**src/rtl/mem_port_arbiter.sv**
```systemverilog
// Round-robin arbiter sharing one RAM port among N_REQ requesters.
// The winner's request fields are held for the whole transaction, which ends on mem_finish or on timeout.
module mem_port_arbiter #(
    parameter int N_REQ   = 3,
    parameter int TIMEOUT = 1023
) (
    input  logic                 clk,
    input  logic                 reset,
    input  logic [N_REQ-1:0]     req,
    input  logic [16*N_REQ-1:0]  req_addr,
    input  logic [16*N_REQ-1:0]  req_offset,
    input  logic [N_REQ-1:0]     req_write,
    input  logic [16*N_REQ-1:0]  req_wdata,
    output logic [N_REQ-1:0]     gnt,
    output logic [N_REQ-1:0]     done,
    output logic [N_REQ-1:0]     err,
    output logic                 mem_enable,
    output logic [15:0]          mem_address,
    output logic [15:0]          mem_offset,
    output logic                 mem_write,
    output logic [15:0]          mem_wdata,
    input  logic                 mem_finish
);

    localparam int PW = (N_REQ > 1) ? $clog2(N_REQ) : 1;
    localparam logic [15:0] TO_LAST = 16'(TIMEOUT - 1);

    typedef enum logic [1:0] {IDLE, ISSUE, WAIT, RELEASE} state_t;

    state_t             state_q, state_d;
    logic [PW-1:0]      rr_ptr_q, rr_ptr_d;
    logic [PW-1:0]      win_q, win_d;
    logic [N_REQ-1:0]   gnt_q, gnt_d;
    logic [N_REQ-1:0]   done_q, done_d;
    logic [N_REQ-1:0]   err_q, err_d;
    logic               en_q, en_d;
    logic               wr_q, wr_d;
    logic [15:0]        maddr_q, maddr_d;
    logic [15:0]        moff_q, moff_d;
    logic [15:0]        mwdata_q, mwdata_d;
    logic [15:0]        haddr_q, haddr_d;
    logic [15:0]        hoff_q, hoff_d;
    logic [15:0]        hwdata_q, hwdata_d;
    logic               hwrite_q, hwrite_d;
    logic [15:0]        cnt_q, cnt_d;

    logic               found;
    int                 pick;
    int                 idx;
    logic               timeout_hit;

    // First requesting index at or after rr_ptr, wrapping around.
    always_comb begin
        found = 1'b0;
        pick  = 0;
        idx   = 0;
        for (int k = 0; k < N_REQ; k++) begin
            idx = (int'(rr_ptr_q) + k) % N_REQ;
            if (!found && req[idx]) begin
                found = 1'b1;
                pick  = idx;
            end
        end
    end

    // Fires on the TIMEOUT-th WAIT cycle without mem_finish.
    assign timeout_hit = (TIMEOUT != 0) && (cnt_q == TO_LAST);

    always_comb begin
        state_d  = state_q;
        rr_ptr_d = rr_ptr_q;
        win_d    = win_q;
        gnt_d    = gnt_q;
        done_d   = '0;
        err_d    = '0;
        en_d     = en_q;
        wr_d     = wr_q;
        maddr_d  = maddr_q;
        moff_d   = moff_q;
        mwdata_d = mwdata_q;
        haddr_d  = haddr_q;
        hoff_d   = hoff_q;
        hwdata_d = hwdata_q;
        hwrite_d = hwrite_q;
        cnt_d    = cnt_q;
        case (state_q)
            IDLE: begin
                if (found) begin
                    gnt_d       = '0;
                    gnt_d[pick] = 1'b1;
                    win_d       = PW'(pick);
                    haddr_d     = req_addr[16*pick +: 16];
                    hoff_d      = req_offset[16*pick +: 16];
                    hwdata_d    = req_wdata[16*pick +: 16];
                    hwrite_d    = req_write[pick];
                    state_d     = ISSUE;
                end
            end
            ISSUE: begin
                en_d     = 1'b1;
                wr_d     = hwrite_q;
                maddr_d  = haddr_q;
                moff_d   = hoff_q;
                mwdata_d = hwdata_q;
                cnt_d    = '0;
                state_d  = WAIT;
            end
            WAIT: begin
                if (mem_finish || timeout_hit) begin
                    // mem_finish takes priority over a coincident timeout
                    if (mem_finish) done_d[win_q] = 1'b1;
                    else            err_d[win_q]  = 1'b1;
                    en_d     = 1'b0;
                    wr_d     = 1'b0;
                    maddr_d  = '0;
                    moff_d   = '0;
                    mwdata_d = '0;
                    state_d  = RELEASE;
                end else begin
                    cnt_d = (cnt_q == 16'hFFFF) ? cnt_q : cnt_q + 16'd1;
                end
            end
            RELEASE: begin
                gnt_d    = '0;
                rr_ptr_d = (win_q == PW'(N_REQ - 1)) ? '0 : win_q + PW'(1);
                state_d  = IDLE;
            end
            default: state_d = IDLE;
        endcase
    end

    always_ff @(posedge clk) begin
        if (reset) begin
            state_q  <= IDLE;
            rr_ptr_q <= '0;
            win_q    <= '0;
            gnt_q    <= '0;
            done_q   <= '0;
            err_q    <= '0;
            en_q     <= 1'b0;
            wr_q     <= 1'b0;
            maddr_q  <= '0;
            moff_q   <= '0;
            mwdata_q <= '0;
            haddr_q  <= '0;
            hoff_q   <= '0;
            hwdata_q <= '0;
            hwrite_q <= 1'b0;
            cnt_q    <= '0;
        end else begin
            state_q  <= state_d;
            rr_ptr_q <= rr_ptr_d;
            win_q    <= win_d;
            gnt_q    <= gnt_d;
            done_q   <= done_d;
            err_q    <= err_d;
            en_q     <= en_d;
            wr_q     <= wr_d;
            maddr_q  <= maddr_d;
            moff_q   <= moff_d;
            mwdata_q <= mwdata_d;
            haddr_q  <= haddr_d;
            hoff_q   <= hoff_d;
            hwdata_q <= hwdata_d;
            hwrite_q <= hwrite_d;
            cnt_q    <= cnt_d;
        end
    end

    assign gnt         = gnt_q;
    assign done        = done_q;
    assign err         = err_q;
    assign mem_enable  = en_q;
    assign mem_write   = wr_q;
    assign mem_address = maddr_q;
    assign mem_offset  = moff_q;
    assign mem_wdata   = mwdata_q;

endmodule

```
**config.mk**
```make
export PLATFORM = sky130hd
export DESIGN_NAME = mem_port_arbiter
export DESIGN_NICKNAME = d
export VERILOG_FILES = /design/src/rtl/mem_port_arbiter.sv
export SDC_FILE = /design/constraint.sdc
export NUM_CORES = 1
export LEC_CHECK = 0
export CAP_MARGIN = 40
export CORE_AREA = 2 2 116 118
export DETAILED_ROUTE_END_ITERATION = 8
export DIE_AREA = 0 0 118 120
export PLACE_DENSITY = 0.8
export SLEW_MARGIN = 20
export SYNTH_ARGS = -nofsm -noshare
export SYNTH_HDL_FRONTEND = slang
export SYNTH_SLANG_ARGS = --single-unit
```
**constraint.sdc**
```tcl
create_clock -name clk -period 4 [get_ports clk]
set_clock_uncertainty 0.05 [all_clocks]
set_input_delay 0.8 -clock clk [delete_from_list [all_inputs] [get_ports clk]]
set_output_delay 0.8 -clock clk [all_outputs]
set_load 0.1 [all_outputs]
```
==> Word level (Yosys, flattened, before mapping) <==
Cells that the tools add are included.
{ "classes": {"bitwise_logic": 3, "n_eq_ne": 10, "n_mux": 38, "div": 3, "shift": 3, "n_lt_le_gt_ge": 7, "reduce_logical": 17, "addsub": 4} }
{ "op_table": {"columns": ["operator", "count"], "rows": [
  ["$shiftx 48x32->16", 3],
  ["$lt 32x4->1 const B", 4],
  ["$pmux 16 s2", 4],
  ["$mux 32", 3],
  ["$mod 32x3->32 const B", 2],
  ["$mux 16", 3],
  ["$ge 32x1->1 const B", 1],
  ["$mod 3x3->32 const B", 1],
  ["$add 16x1->16 const B", 1],
  ["$eq 16x10->1 const B", 1],
  ["$eq 16x16->1 const B", 1],
  ["$mux 1", 14],
  ["$bmux 1 s2", 4],
  ["$ne 2x2->1 const B", 4],
  ["$pmux 2 s4", 1],
  ["$reduce_and 2->1", 4],
  ["$reduce_or 4->1", 2],
  ["$eq 2x2->1 const B", 3],
  ["$mux 2", 3],
  ["$pmux 3 s2", 1],
  ["$demux 1 s2", 2],
  ["$logic_and 1x1->1", 4],
  ["$pmux 1 s2", 2],
  ["$reduce_bool 2->1", 2],
  ["other kinds (12)", 15]
]} }
{ "word_totals": {"out_inout_bits": 59, "inputBits": 153, "elab_cells": 101, "regBits": 130} }

==> Logic depth before layout (Yosys ltp) <==
Gate-level depths: netlist of the first run.
{ "logic_depth": {"depth_word": 17, "ltp_mapped": 12, "mapped_depth_nobuf": 11} }

==> Worst setup path after synthesis of the first run <==
Ideal clock, no wire load.
{ "synth_path": {"path_type": "input -> register", "from": "input port req[1]", "to": "register haddr_q[0]", "setup_ns": 0.069, "required_time_ns": 3.881, "t_arrival_ns": 2.328, "path_slack_ns": 1.553, "n_path_buf": 3, "cell_stages": 9, "cell_sequence": "buf_2 > nor2_1 > a22oi_2 > nand4_2 > a211o_1 > or2_1 > buf_6 > buf_6 > o21ai_1"} }
{ "synth_between": {"elab_chain_cells": 11, "word_cells_on_any_way": 21, "cone_classes": "shift (1); mux (15); reduce/logical (5)"} }
{ "synth_lines": {"columns": ["item", "line_no", "text"], "rows": [
  ["start: declaration", "9", "input logic [N_REQ-1:0] req,"],
  ["$bmux 1 s2", "59", "if (!found && req[idx]) begin"],
  ["$mux 1 (not written as such) (2 in a row)", "59", null],
  ["$mux 1", "59", null],
  ["$logic_not 1->1", "59", null],
  ["$logic_and 1x1->1", "59", null],
  ["$mux 1", "59", null],
  ["$logic_not 1->1", "59", null],
  ["$logic_and 1x1->1", "59", null],
  ["$mux 32 or $mux 1 (tied branches)", "59", null],
  ["$shiftx 48x32->16 or $reduce_and 2->1 (tied branches)", null, null],
  ["end signal: assignment", "162", "haddr_q <= haddr_d;"],
  ["end: declaration", "41", "logic [15:0] haddr_q, haddr_d;"]
]} }
Parallel ways exist; a longest one is shown, timed or not. The select of a mux whose other input is x is not followed.
A chain may end at the register's enable or synchronous reset.

==> Worst setup path after layout of the first run <==
{ "layout_path": {"from": "register rr_ptr_q[0]", "to": "register hoff_q[1]"} }
{ "layout_between": {"elab_chain_cells": 12, "word_cells_on_any_way": 26, "cone_classes": "add/sub (2); div (3); shift (1); mux (15); reduce/logical (5)"} }
{ "layout_lines": {"columns": ["item", "line_no", "text"], "rows": [
  ["start: declaration", "31", "logic [PW-1:0] rr_ptr_q, rr_ptr_d;"],
  ["start signal: assignment", "152", "rr_ptr_q <= rr_ptr_d;"],
  ["branches (longest 12 deep; another with $mod 32x3->32)", null, null],
  ["end signal: assignment", "163", "hoff_q <= hoff_d;"],
  ["end: declaration", "42", "logic [15:0] hoff_q, hoff_d;"]
]} }
Parallel ways; which one is timed is not known. The select of a mux whose other input is x is not followed.

==> results of run 1 <==
kinds of logic (layout without fill, tap and decap cells):
| kind of cell | count (synthesis) | count (layout) | synth area share (%) |
|---|---|---|---|
| compound gates | 237 | 237 | 28.1 |
| simple gates | 191 | 191 | 15.1 |
| xor+xnor | 11 | 11 | 1.68 |
| flops | 130 | 130 | 45.4 |
| mux | 6 | 6 | 1.07 |
| fa+ha+maj | 16 | 16 | 3.45 |
| buf+inv | 70 | 329 | 5.22 |
cells in the final DEF, fill, tap and decap left out, types with 28 or more instances in the layout:
master                            instances
sky130_fd_sc_hd__a21oi_1                 53
sky130_fd_sc_hd__nor2_1                  80
sky130_fd_sc_hd__nand2_1                 58
sky130_fd_sc_hd__o21ai_0                 36
sky130_fd_sc_hd__a22oi_1                 49
sky130_fd_sc_hd__buf_16                  28
sky130_fd_sc_hd__a22o_1                  51
sky130_fd_sc_hd__buf_8                   31
sky130_fd_sc_hd__dfxtp_1                130
sky130_fd_sc_hd__clkdlybuf4s50_1        210
Yosys cell counts (2+ instances only):
library cell                  n  area [um^2]
sky130_fd_sc_hd__a2111oi_2    2         30.0
sky130_fd_sc_hd__or4_1        3         22.5
sky130_fd_sc_hd__a22o_1      51          447
sky130_fd_sc_hd__xor2_1       4         35.0
sky130_fd_sc_hd__nand3_1      6         30.0
sky130_fd_sc_hd__o2bb2ai_1    2         17.5
sky130_fd_sc_hd__a211oi_1     3         22.5
sky130_fd_sc_hd__a21boi_0     2         15.0
sky130_fd_sc_hd__buf_2        8         40.0
sky130_fd_sc_hd__buf_1        2         7.51
sky130_fd_sc_hd__a21oi_1     53          265
sky130_fd_sc_hd__xnor2_1      7         61.3
sky130_fd_sc_hd__o2111ai_1    2         17.5
sky130_fd_sc_hd__o21ai_0     36          180
sky130_fd_sc_hd__nand4_1      6         37.5
sky130_fd_sc_hd__clkbuf_1    38          143
sky130_fd_sc_hd__a31oi_1      3         18.8
sky130_fd_sc_hd__nand2_1     58          218
sky130_fd_sc_hd__nor2_1      80          300
sky130_fd_sc_hd__mux2i_1      5         50.1
sky130_fd_sc_hd__inv_1       18         67.6
sky130_fd_sc_hd__ha_1        15          188
sky130_fd_sc_hd__nor2b_1      7         43.8
sky130_fd_sc_hd__or3_1        2         12.5
sky130_fd_sc_hd__o21ai_1     21          105
sky130_fd_sc_hd__dfxtp_1    130         2600
sky130_fd_sc_hd__buf_6        3         33.8
sky130_fd_sc_hd__a221oi_1     2         17.5
sky130_fd_sc_hd__nor4_1       7         43.8
sky130_fd_sc_hd__nand2b_1     3         18.8
sky130_fd_sc_hd__nor3_1       7         35.0
sky130_fd_sc_hd__a22oi_1     49          368
layer usage:
layer	vias up	GRT usage, %	wire (um)
met3	56	6.70	1270
met2	299	52.3	10600
met1	2933	32.5	7830
met5	-	0	0
met4	0	12.6	614
li1	2880	-	-
cell type report:
| type | instances | area, um^2 |
|---|---|---|
| clock buffer | 18 | 429 |
| clock inverter | 14 | 163 |
| fill | 791 | 3220 |
| inverter | 18 | 67.6 |
| multi-input combinational | 461 | 2870 |
| sequential | 130 | 2600 |
| tap | 176 | 220 |
| timing repair buffer | 279 | 3410 |
how the worst min path moves through the flow:
stage | cells after the start | startpoint | end
after floorplan | 2 | haddr_q[13] | haddr_q[13]
after global placement | 2 | hoff_q[10] | hoff_q[10]
after detailed placement | 2 | hoff_q[14] | hoff_q[14]
after CTS | 2 | hoff_q[14] | hoff_q[14]
after global routing | 2 | hoff_q[14] | hoff_q[14]
final | 2 | haddr_q[8] | haddr_q[8]
state kept, by name, indices dropped and copies added, names as in the netlist:
signal / cells
hwrite_q: 1
win_q: 2
cnt_q: 16
err: 3
gnt: 3
state_q: 2
done: 3
mem_address: 16
mem_wdata: 16
mem_write: 1
mem_offset: 16
hwdata_q: 16
haddr_q: 16
hoff_q: 16
rr_ptr_q: 2
mem_enable: 1
through the flow:
stage               setup WS (ps)  instances  area (um^2)
floorplan                    1550        661         5730
global placement              781       1005         7930
finish                        870       1096         9760
global route                  677       1096         9760
CTS                           903       1096         9760
detailed placement            622       1064         9170
power by group:
| part | internal, mW | switching, mW | leakage, nW |
|---|---|---|---|
| registers | 1.61 | 0.192 | 1.06 |
| logic | 1.18 | 1.90 | 2.30 |
| clock network | 0.978 | 0.576 | 0.294 |
| total | 3.77 | 2.67 | 3.66 |
worst reg2reg max path: stages, from the launching register on:
cell and delay, ps:
sky130_fd_sc_hd__dfxtp_1 420, sky130_fd_sc_hd__inv_1 130, sky130_fd_sc_hd__ha_1 460, sky130_fd_sc_hd__inv_1 150, sky130_fd_sc_hd__maj3_1 370, sky130_fd_sc_hd__o211a_2 480, sky130_fd_sc_hd__nor2_4 270, sky130_fd_sc_hd__buf_4 360
sky130_fd_sc_hd__a21oi_1 150, sky130_fd_sc_hd__o21ai_0 210
==> results, run 1 <==
- The flow ran to the end, and the final reports show no timing, DRC or antenna violations.
- Buffers placed on the I/O ports in this run total 211.
- The hold buffer count at cts is 0.
- Together, buffers and inverters on the worst path number 3.
- The starting density of the core is 44.2%.
- The clock passes through at most 2 buffers.
- In this run the register-to-register setup slack is 870 ps.
- The TritonCTS buffer count is 17.
- For the worst flop-to-flop path, the logic depth is 9.
- Across the VDD grid, the largest voltage drop is 372 uV.
- Setup violations remaining at the end of the flow were counted as 0.
- The final-report max-slew violation count came to 0.
- The violation count after the first detailed-route iteration is 372.
- The post-route fraction of the period consumed by the critical path is 78.3%.
- The worst setup path startpoint is rr_ptr_q[0].
- STA puts the critical path data required time at 4270 ps.
- The number of hold violations in the final report is 0.
- For this design the static power due to leakage is 3.66 nW.
- The synthesized design contains 0 enable-type register cells.
- The number of violations of the max-capacitance limit is 0.
- The final weighted congestion of routability-driven global placement is 0.880.
- The cell area after technology mapping is 5730 um^2.
- The global router's overall resource usage is 28.9%.
- The total power is 6.44 mW.
- Measured on the finished design, the core utilization comes to 75.2%.
- The placed wire-length estimate after detailed placement is 14400 um.
- The sum of overflow across all layers after global routing is 0.
- The kind of capture point of the worst setup path is a register.
- The kind of critical path is register to register.
- For this design the top-level I/O count stands at 212.
- The path class of the tightest hold or removal check is register to register.
- In this run the remaining antenna-violating nets after routing total 0.
- The signed area change from the synthesized netlist to the final layout is 70.3%.
- After detailed routing, the number of vias per cell comes to 5.63.
- The total power divided by cell area is 660 nW/um^2.
- In this run the clock root is driven by a sky130_fd_sc_hd__clkbuf_16.
- The gate count after technology mapping is 661.
- The clock tree from TritonCTS is done.
- The distinct cell type count of the synthesized netlist is 58.
- The number of vias in the routed layout is 6168.
- Walking the worst path, the cells encountered are inv_1, ha_1, inv_1, maj3_1, o211a_2, nor2_4, buf_4, a21oi_1, o21ai_0.
- 0 antenna diodes ended up in the layout.
- After detailed routing, the average wire length per cell comes to 18.5 um.
- The cell repeated most along the worst path is sky130_fd_sc_hd__inv_1.
- The endpoint identified for the worst register-to-register timing path is hoff_q[1].
- The net count of the mapped netlist is 829.
- The critical path data arrival time is 3400 ps.
- The worst path in the final design needs a cycle of 3130 ps, including I/O delays and setup.
- The clock latency of the later-clocked register in the worst-skew pair is 400 ps.
- The number of H-tree levels is 4.
- The post-route netlist has 12.4% of its cells at a drive strength greater than 1.
- The routed design has 20300 um of wire.
- For this run, design rule violations remaining after detail routing come to 0.
- The measured slew at the worst slew-check pin is 726 ps.
- The mean instance size in the synthesized netlist is 8.67 um^2.
- During synthesis, Yosys emitted a total of 0 warnings.
- The post-CTS setup repair buffer count is 0.
- The kind of cell with the highest combined delay along the critical path is adder cells.
- The remaining max-slew budget at the tightest pin is 51.6%.
- Clock-pin slew was measured on the worst setup and hold paths at 60 ps.
- The biggest cell delay along the critical path is 480 ps.
- The slowest cell on the critical path is sky130_fd_sc_hd__o211a_2.
- In this run the horizontal extent of the chip is 118 um.
- The fraction of registers with async set or reset after synthesis is 0%.
- The number of gates resized after cts is 0.
- The number of standard-cell rows in the floorplan is 42.
- For this run, the top clock speed supported by timing is 319 MHz.
- The core footprint is 13000 um^2.
- Synthesis inferred 130 register bits.
- The wire length of the first global-routing pass is 32600 um.
- The startpoint type of the worst setup path is a register.
- After synthesis, flip-flops and latches occupy 45.4% of the total area.
- The main flop type after synthesis is sky130_fd_sc_hd__dfxtp_1.
- The worst slack on hold paths is 402 ps.
- The total stage count of the critical path is 9.
- The number of sinks handled by clock tree synthesis is 130.
- The maximum fanout count along the critical path is 30.
- The area of the die is 14200 um^2.
- The setup TNS is 0 ps.
- The capturing instance or port of the critical path is hoff_q[1].
- The number of global-route vias before repair was 6517.
- The number of nets in the layout is 1075.
- Setup repair after global routing left no endpoint under its margin.
- The initial antenna violation count is 0.
- Entering global routing, the biggest net connects 57 pins.
- In this run the vertical extent of the chip is 120 um.
- Before antenna repair, the detailed router went through 5 iterations.
- In this run the critical register-to-register path is launched from rr_ptr_q[0].
Power figures use the tool's default switching activity.
==> run 2, diff against run 1 <==
==> constraint.sdc (replaced) <==
create_clock -name clk -period 2.9 [get_ports clk]
set_clock_uncertainty 0.05 [all_clocks]
set_input_delay 0.58 -clock clk [delete_from_list [all_inputs] [get_ports clk]]
set_output_delay 0.58 -clock clk [all_outputs]
set_load 0.1 [all_outputs]
==> run 2 against run 1 <==
Power up 25%. Combinational power up 14%. Critical path type unchanged. Final area down 13%. Largest power group unchanged.
==> results, run 2 (synthesis results as in run 1) <==
- Using the TritonRoute via totals, the vias-per-cell ratio works out to 5.52.
- Walking the worst path, the cells encountered are inv_1, ha_2, inv_1, maj3_1, o211a_2, buf_12, a22o_1, a21oi_1, o21ai_0.
- Once detailed placement completed, the half-perimeter wirelength came to 12700 um.
- The worst setup path is captured at a register.
- The initial antenna violation count is 1.
- For this run, the slowest stage of the critical path takes 450 ps.
- The area of the die is 14200 um^2.
- For the pin with the worst max-slew slack, the measured transition is 637 ps.
- Based on the critical path, the design can be clocked at up to 367 MHz.
- The routed layout has 5759 vias.
- The post-route fraction of the period consumed by the critical path is 94.0%.
- In the global route stage, met2 resource usage came out at 45.0%.
- The signed area change from the synthesized netlist to the final layout is 48.1%.
- The library cells used most frequently in the layout, excluding fill and tap cells, are 151 x sky130_fd_sc_hd__clkdlybuf4s50_1, 130 x sky130_fd_sc_hd__dfxtp_1, 80 x sky130_fd_sc_hd__nor2_1.
- The initial utilization of the core area, before any placement, comes to 44.2%.
- For this run, global-route usage on met1 was measured as 28.2%.
- The H-tree was split into 4 levels.
- Summing all flip-flop and latch instances after layout gives 2600 um^2.
- The number of clock buffers added by TritonCTS is 17.
- The setup-violating endpoint count in the final report is 0.
- The flow ran to the end, and the final reports show no timing, DRC or antenna violations.
- The first global-routing pass estimated 28700 um of wire.
- met2 is the most crowded layer.
- The kind of critical path is register to register.
- The final critical-path setup slack is 175 ps.
- The first detailed-routing pass ran for 5 iterations.
- Entering global routing, the biggest net connects 49 pins.
- The global routing met3 resource utilization is 7.98%.
- The number of buffers on the longest clock path is 2.
- The total area inside the core boundary comes to 13000 um^2.
- The final weighted congestion of routability-driven global placement is 0.923.
- STA classifies the critical path startpoint as a register.
- The final critical path time including I/O delays and setup is 2720 ps.
- The required time of the worst setup path is 3140 ps.
- The top-level I/O count is 212.
- For this run, the total global-route usage over all layers was measured as 25.4%.
- The post-CTS setup repair buffer count is 0.
- The number of nets in the layout is 1022.
- The count of antenna-violating nets left after detailed routing is 0.
- Setup repair after global routing left no endpoint under its margin.
- The total power divided by cell area is 949 nW/um^2.
- The number of violations of the max-capacitance limit is 0.
- The library cell used as clock root buffer is sky130_fd_sc_hd__clkbuf_16.
- The total overflow left after global routing is 0.
- In the final routed layout, each cell accounts on average for 17.2 um.
- For this run, design rule violations remaining after detail routing come to 0.
- After clock tree synthesis, the clock-pin slew on the worst setup and hold paths is 70 ps.
- The number of sinks handled by clock tree synthesis is 130.
- For this block, the routed nets add up to 18000 um of wire.
- Along the worst path, the maximum fanout reaches 40.
- The cell repeated most along the worst path is sky130_fd_sc_hd__inv_1.
- The clock latency of the later-clocked register in the worst-skew pair is 420 ps.
- The number of buffer cells added on primary ports is 211.
- The number of global-route vias before repair is 5792.
- The critical path data arrival time is 2960 ps.
- The violation count after the first detailed-route iteration is 382.
- The width of the die is 118 um.
- The number of hold violations in the final report is 0.
- The maximum VDD drop is 612 uV.
- The clock tree from TritonCTS is done.
- The floorplan has 42 rows.
- The leakage power is 3.27 nW.
- Measured against its own limit, the worst slew margin works out to 57.5%.
- Timing analysis after detailed placement gives a worst setup slack of 80.3 ps.
- The number of filler cells placed in the layout is 1032.
- The count of antenna diodes in the layout is 0.
- Of the cells placed in the final design, the portion with a size suffix greater than 1 is 14.1%.
- The multi-input combinational cells in the finished layout cover a total of 2870 um^2.
- Among all stages on the critical path, the largest delay is contributed by sky130_fd_sc_hd__ha_2.
- The vertical extent of the die is 120 um.
- In this run the worst hold path is classified as register to register.
- The setup TNS is 0 ps.
- The library cell used most frequently in the layout, excluding fill and tap cells, is sky130_fd_sc_hd__clkdlybuf4s50_1.
- The final-report max-slew violation count came to 0.
[run 2: cell types whose count changed in the layout (fill, tap and decap cells not counted), moves of 2 or more]
cell,before,now
sky130_fd_sc_hd__buf_4,9,68
sky130_fd_sc_hd__clkdlybuf4s50_1,210,151
sky130_fd_sc_hd__buf_8,31,0
sky130_fd_sc_hd__buf_16,28,0
sky130_fd_sc_hd__buf_12,0,6
sky130_fd_sc_hd__clkinv_2,6,0
sky130_fd_sc_hd__inv_8,0,5
sky130_fd_sc_hd__bufinv_16,3,0
sky130_fd_sc_hd__inv_6,2,4
[run 2: cell type report]
class	count	area share [%]
flip-flops and latches	130	30.7
repair buffers	226	25.3
multi-input cells	461	33.8
clock buffers	18	5.17
clock inverters	14	1.65
inverters	18	0.796
well taps	176	2.59
[run 2: worst paths after layout]
kind,to,startpoint,slack (ps),cells after the start
worst max-delay path,hwdata_q[14],rr_ptr_q[1],180,9
worst min-delay path,hoff_q[11],hoff_q[11],400,2
worst max register to register,hwdata_q[14],rr_ptr_q[1],180,9
worst min register to register,hoff_q[11],hoff_q[11],400,2
[run 2: metal layers]
metal	wire, um	vias up
met2	9100	217
li1	-	2779
met1	7000	2717
met3	1320	46
met4	561	0
met5	0	-
[run 2: timing repair]
| action | CTS | global route |
|---|---|---|
| hold buffers | 0 | 0 |
| endpoints found under the setup margin | 0 | 3 |
| resized for setup | 0 | 1 |
[run 2: critical path, delay by kind of cell, from the launching register on]
kind / cells / cell delay, ps
adder cells (fa/ha/maj): 2 / 810
flip-flops: 1 / 430
buffers and inverters: 3 / 440
AO/OA/AOI/OAI: 4 / 870
[run 2: power by group]
group | switching, mW | internal, mW | total [mW]
combinational | 2.46 | 1.05 | 3.50
sequential | 0.268 | 2.22 | 2.49
clock | 0.899 | 1.16 | 2.06
[run 2: metrics by stage]
stage,hold slack (ps),utilization [%],total power [mW],std cells,cell area (um^2)
6_report,398,65.4,8.05,1043,8490
5_1_grt,413,65.4,8.41,1043,8490
4_1_cts,401,65.4,8.06,1043,8490
3_5_place_dp,392,60.9,5.98,1011,7910
3_3_place_gp,385,60.9,5.89,1011,7910
2_1_floorplan,375,-,4.93,661,5730
==> run 3, diff against run 2 <==
--- a/config.mk
+++ b/config.mk
@@ -9,7 +9,7 @@
 export CORE_AREA = 2 2 116 118
 export DETAILED_ROUTE_END_ITERATION = 8
 export DIE_AREA = 0 0 118 120
-export PLACE_DENSITY = 0.8
+export PLACE_DENSITY_LB_ADDON = 0.25
 export SLEW_MARGIN = 20
 export SYNTH_ARGS = -nofsm -noshare
 export SYNTH_HDL_FRONTEND = slang
==> run 3 against run 2 <==
Sequential share of layout area is 0.065 points higher. Routed wire length shrank 2.5%. Final area fell by 0.16%. Setup slack lost 25 ps. Power is 0.72% lower. Utilization decreased by 0.11 points. Clock power decreased by 2%. Die area stayed put. Largest power group unchanged.
==> results, run 3 (synthesis results as in run 1) <==
- The flow ran to the end, and the final reports show no timing, DRC or antenna violations.
- The slack of the worst reg-to-reg path is 150 ps.
- In this run the worst path has a maximum fanout of 34.
- Setup violations remaining at the end of the flow were counted as 0.
- Buffers placed on the I/O ports in this run total 211.
- The post-place instance area is 7900 um^2.
- The core region is 13000 um^2.
- The library cells used most frequently in the layout, excluding fill and tap cells, are 151 x sky130_fd_sc_hd__clkdlybuf4s50_1, 129 x sky130_fd_sc_hd__dfxtp_1, 80 x sky130_fd_sc_hd__nor2_1.
- Buffers added to address setup during post-CTS repair amount to 0.
- The maximum VDD drop is 478 uV.
- The clock tree from TritonCTS is done.
- The most critical setup path has its startpoint at rr_ptr_q[0].
- The number of iterations in the first detailed-routing pass is 5.
- Once detail routing completed, the nets flagged for antenna violations numbered 0.
- Dividing the detail-routed via count by the number of cells gives 5.43.
- STA classifies the critical path startpoint as a register.
- In this run, CTS created clock tree buffers numbering 17.
- Based on the critical path, the design can be clocked at up to 364 MHz.
- The starting density of the core is 44.2%.
- The kind of capture point of the worst setup path is a register.
- The clock slew seen by the registers of the worst setup and hold paths is 60 ps.
- Entering global routing, the biggest net connects 52 pins.
- The analysis attributes to net switching a power of 3.48 mW.
- The final-report max-slew violation count was 0.
- The library cell used as clock root buffer is sky130_fd_sc_hd__clkbuf_16.
- In this run the tightest slew margin relative to its limit is 49.5%.
- The number of hold violations in the final report is 0.
- The proportion of power drawn by flip-flops and latches is 31.1%.
- Summed over all nets, the half-perimeter wirelength after detailed placement is 12300 um.
- The switching portion of total power is 43.5%.
- The number of standard-cell rows in the floorplan is 42.
- At the end of the flow, the number of nets in the layout was 1021.
- The number of H-tree levels is 4.
- Once placement completed, the tool counted placed cells totaling 1010.
- The number of violations of the max-capacitance limit is 0.
- The total power divided by cell area is 943 nW/um^2.
- The longest clock path from root to sink contains 2 buffers.
- The top-level I/O count is 212.
- Cells fill 65.3% of the core in the end.
- After routing the design area is 8470 um^2.
- The number of hold buffers added after CTS was 0.
- The aggregate routed wire length is 17500 um.
- The first global-routing pass estimated 27600 um of wire.
- Following the worst setup path forward leads to its endpoint at hwdata_q[2].
- The total overflow left after global routing is 0.
- From synthesis to final layout, the design area changed by 47.8%.
- The clock reaches the later pin of the worst-skew pair after 400 ps.
- The initial antenna violation count was 0.
- The required time of the worst setup path is 3130 ps.
- The end of the worst register-to-register path is hwdata_q[2].
- The count of antenna diodes in the layout is 0.
- In this run the vertical extent of the chip is 120 um.
- The layout cell share with drive strength beyond 1 is 14.1%.
- Setup repair after global routing left no endpoint under its margin.
- The critical path data arrival time is 2980 ps.
- For this run, design rule violations remaining after detail routing come to 0.
- The violation count after the first detailed-route iteration is 381.
- The final standard cell count with taps included and fillers excluded is 1041.
- The global router's overall resource usage is 24.2%.
- Of the available clock period, the critical path in the final layout requires 94.8%.
- The cell depth of the worst flop-to-flop path is 9.
- The worst path needs 2750 ps of the cycle, external delays included.
- The combinational group share of total power is 43.6%.
- The kind of critical path is register to register.
- The average wire per standard cell is 16.8 um.
- The number of vias in the routed layout is 5648.
- The final weighted congestion of routability-driven global placement is 0.868.
- For the pin with the worst max-slew slack, the measured transition is 757 ps.
- The leakage power is 3.27 nW.
- The class of the tightest hold or removal check is register to register.
- For this design, the sink count on the clock tree is 130.
- The internal power consumption is 4.51 mW.
- Setup total negative slack on the finished layout was measured at 0 ps.
- The origin of the critical flop-to-flop path is rr_ptr_q[0].
- The commonest non-fill, non-tap cell in the layout is sky130_fd_sc_hd__clkdlybuf4s50_1.
- The share of total power dissipated in the clock network is 25.3%.
- The worst slack on hold paths is 398 ps.
- The floorplan step defined a die boundary enclosing 14200 um^2.
- The number of global-route vias before repair is 5669.
- The width of the die is 118 um.
[run 3: what timing repair did]
item,in CTS,in global routing
resized for setup,0,2
hold endpoints to repair,0,0
endpoints found under the setup margin,0,19
[run 3: worst min-delay path by stage]
stage                startpoint          end  slack [ps]  cells past startpoint
finish               haddr_q[6]   haddr_q[6]         400                      2
global route         hoff_q[13]   hoff_q[13]         420                      2
CTS                   hoff_q[8]    hoff_q[8]         400                      2
detailed placement    hoff_q[8]    hoff_q[8]         390                      2
global placement      hoff_q[4]    hoff_q[4]         380                      2
floorplan           haddr_q[13]  haddr_q[13]         380                      2
[run 3: power groups by stage]
stage               logic [mW]  registers [mW]  clock network (mW)
floorplan                 1.32            3.61                   0
global placement          3.40            2.49                   0
detailed placement        3.48            2.51                   0
CTS                       3.48            2.48                2.04
global route              3.69            2.53                2.12
finish                    3.49            2.49                2.02
[run 3: worst max-delay path, stage by stage (launching register included)]
cell                      delay (ps)
sky130_fd_sc_hd__dfxtp_1         410
sky130_fd_sc_hd__inv_1           130
sky130_fd_sc_hd__ha_2            430
sky130_fd_sc_hd__inv_1           110
sky130_fd_sc_hd__maj3_1          360
sky130_fd_sc_hd__o211a_2         360
sky130_fd_sc_hd__buf_12          210
sky130_fd_sc_hd__a22o_1          230
sky130_fd_sc_hd__a21oi_1         210
sky130_fd_sc_hd__o21ai_0         100
[run 3: stage by stage]
stage                     worst slack, ps  power, mW
after CTS                             110       8.00
after global placement                122       5.89
final                                 151       7.99
after floorplan                       473       4.93
after detailed placement             54.7       5.99
after global routing                 39.0       8.35
[run 3: area by class of cell]
type / instances / area, um^2
clock buffer: 20 / 467
clock inverter: 11 / 105
fill: 1047 / 4510
inverter: 18 / 67.6
multi-input combinational: 461 / 2870
sequential: 130 / 2600
tap: 176 / 220
timing repair buffer: 225 / 2140
[run 3: layer usage]
layer  part of all wire (%)  GRT usage, %  vias up  wire, um
met5                      0             0        -         0
met4                    1.4          7.15        0       254
met3                    6.2          6.80       25      1090
met2                     51          43.0      199      8930
met1                     41          28.3     2653      7250
li1                       -             -     2771         -
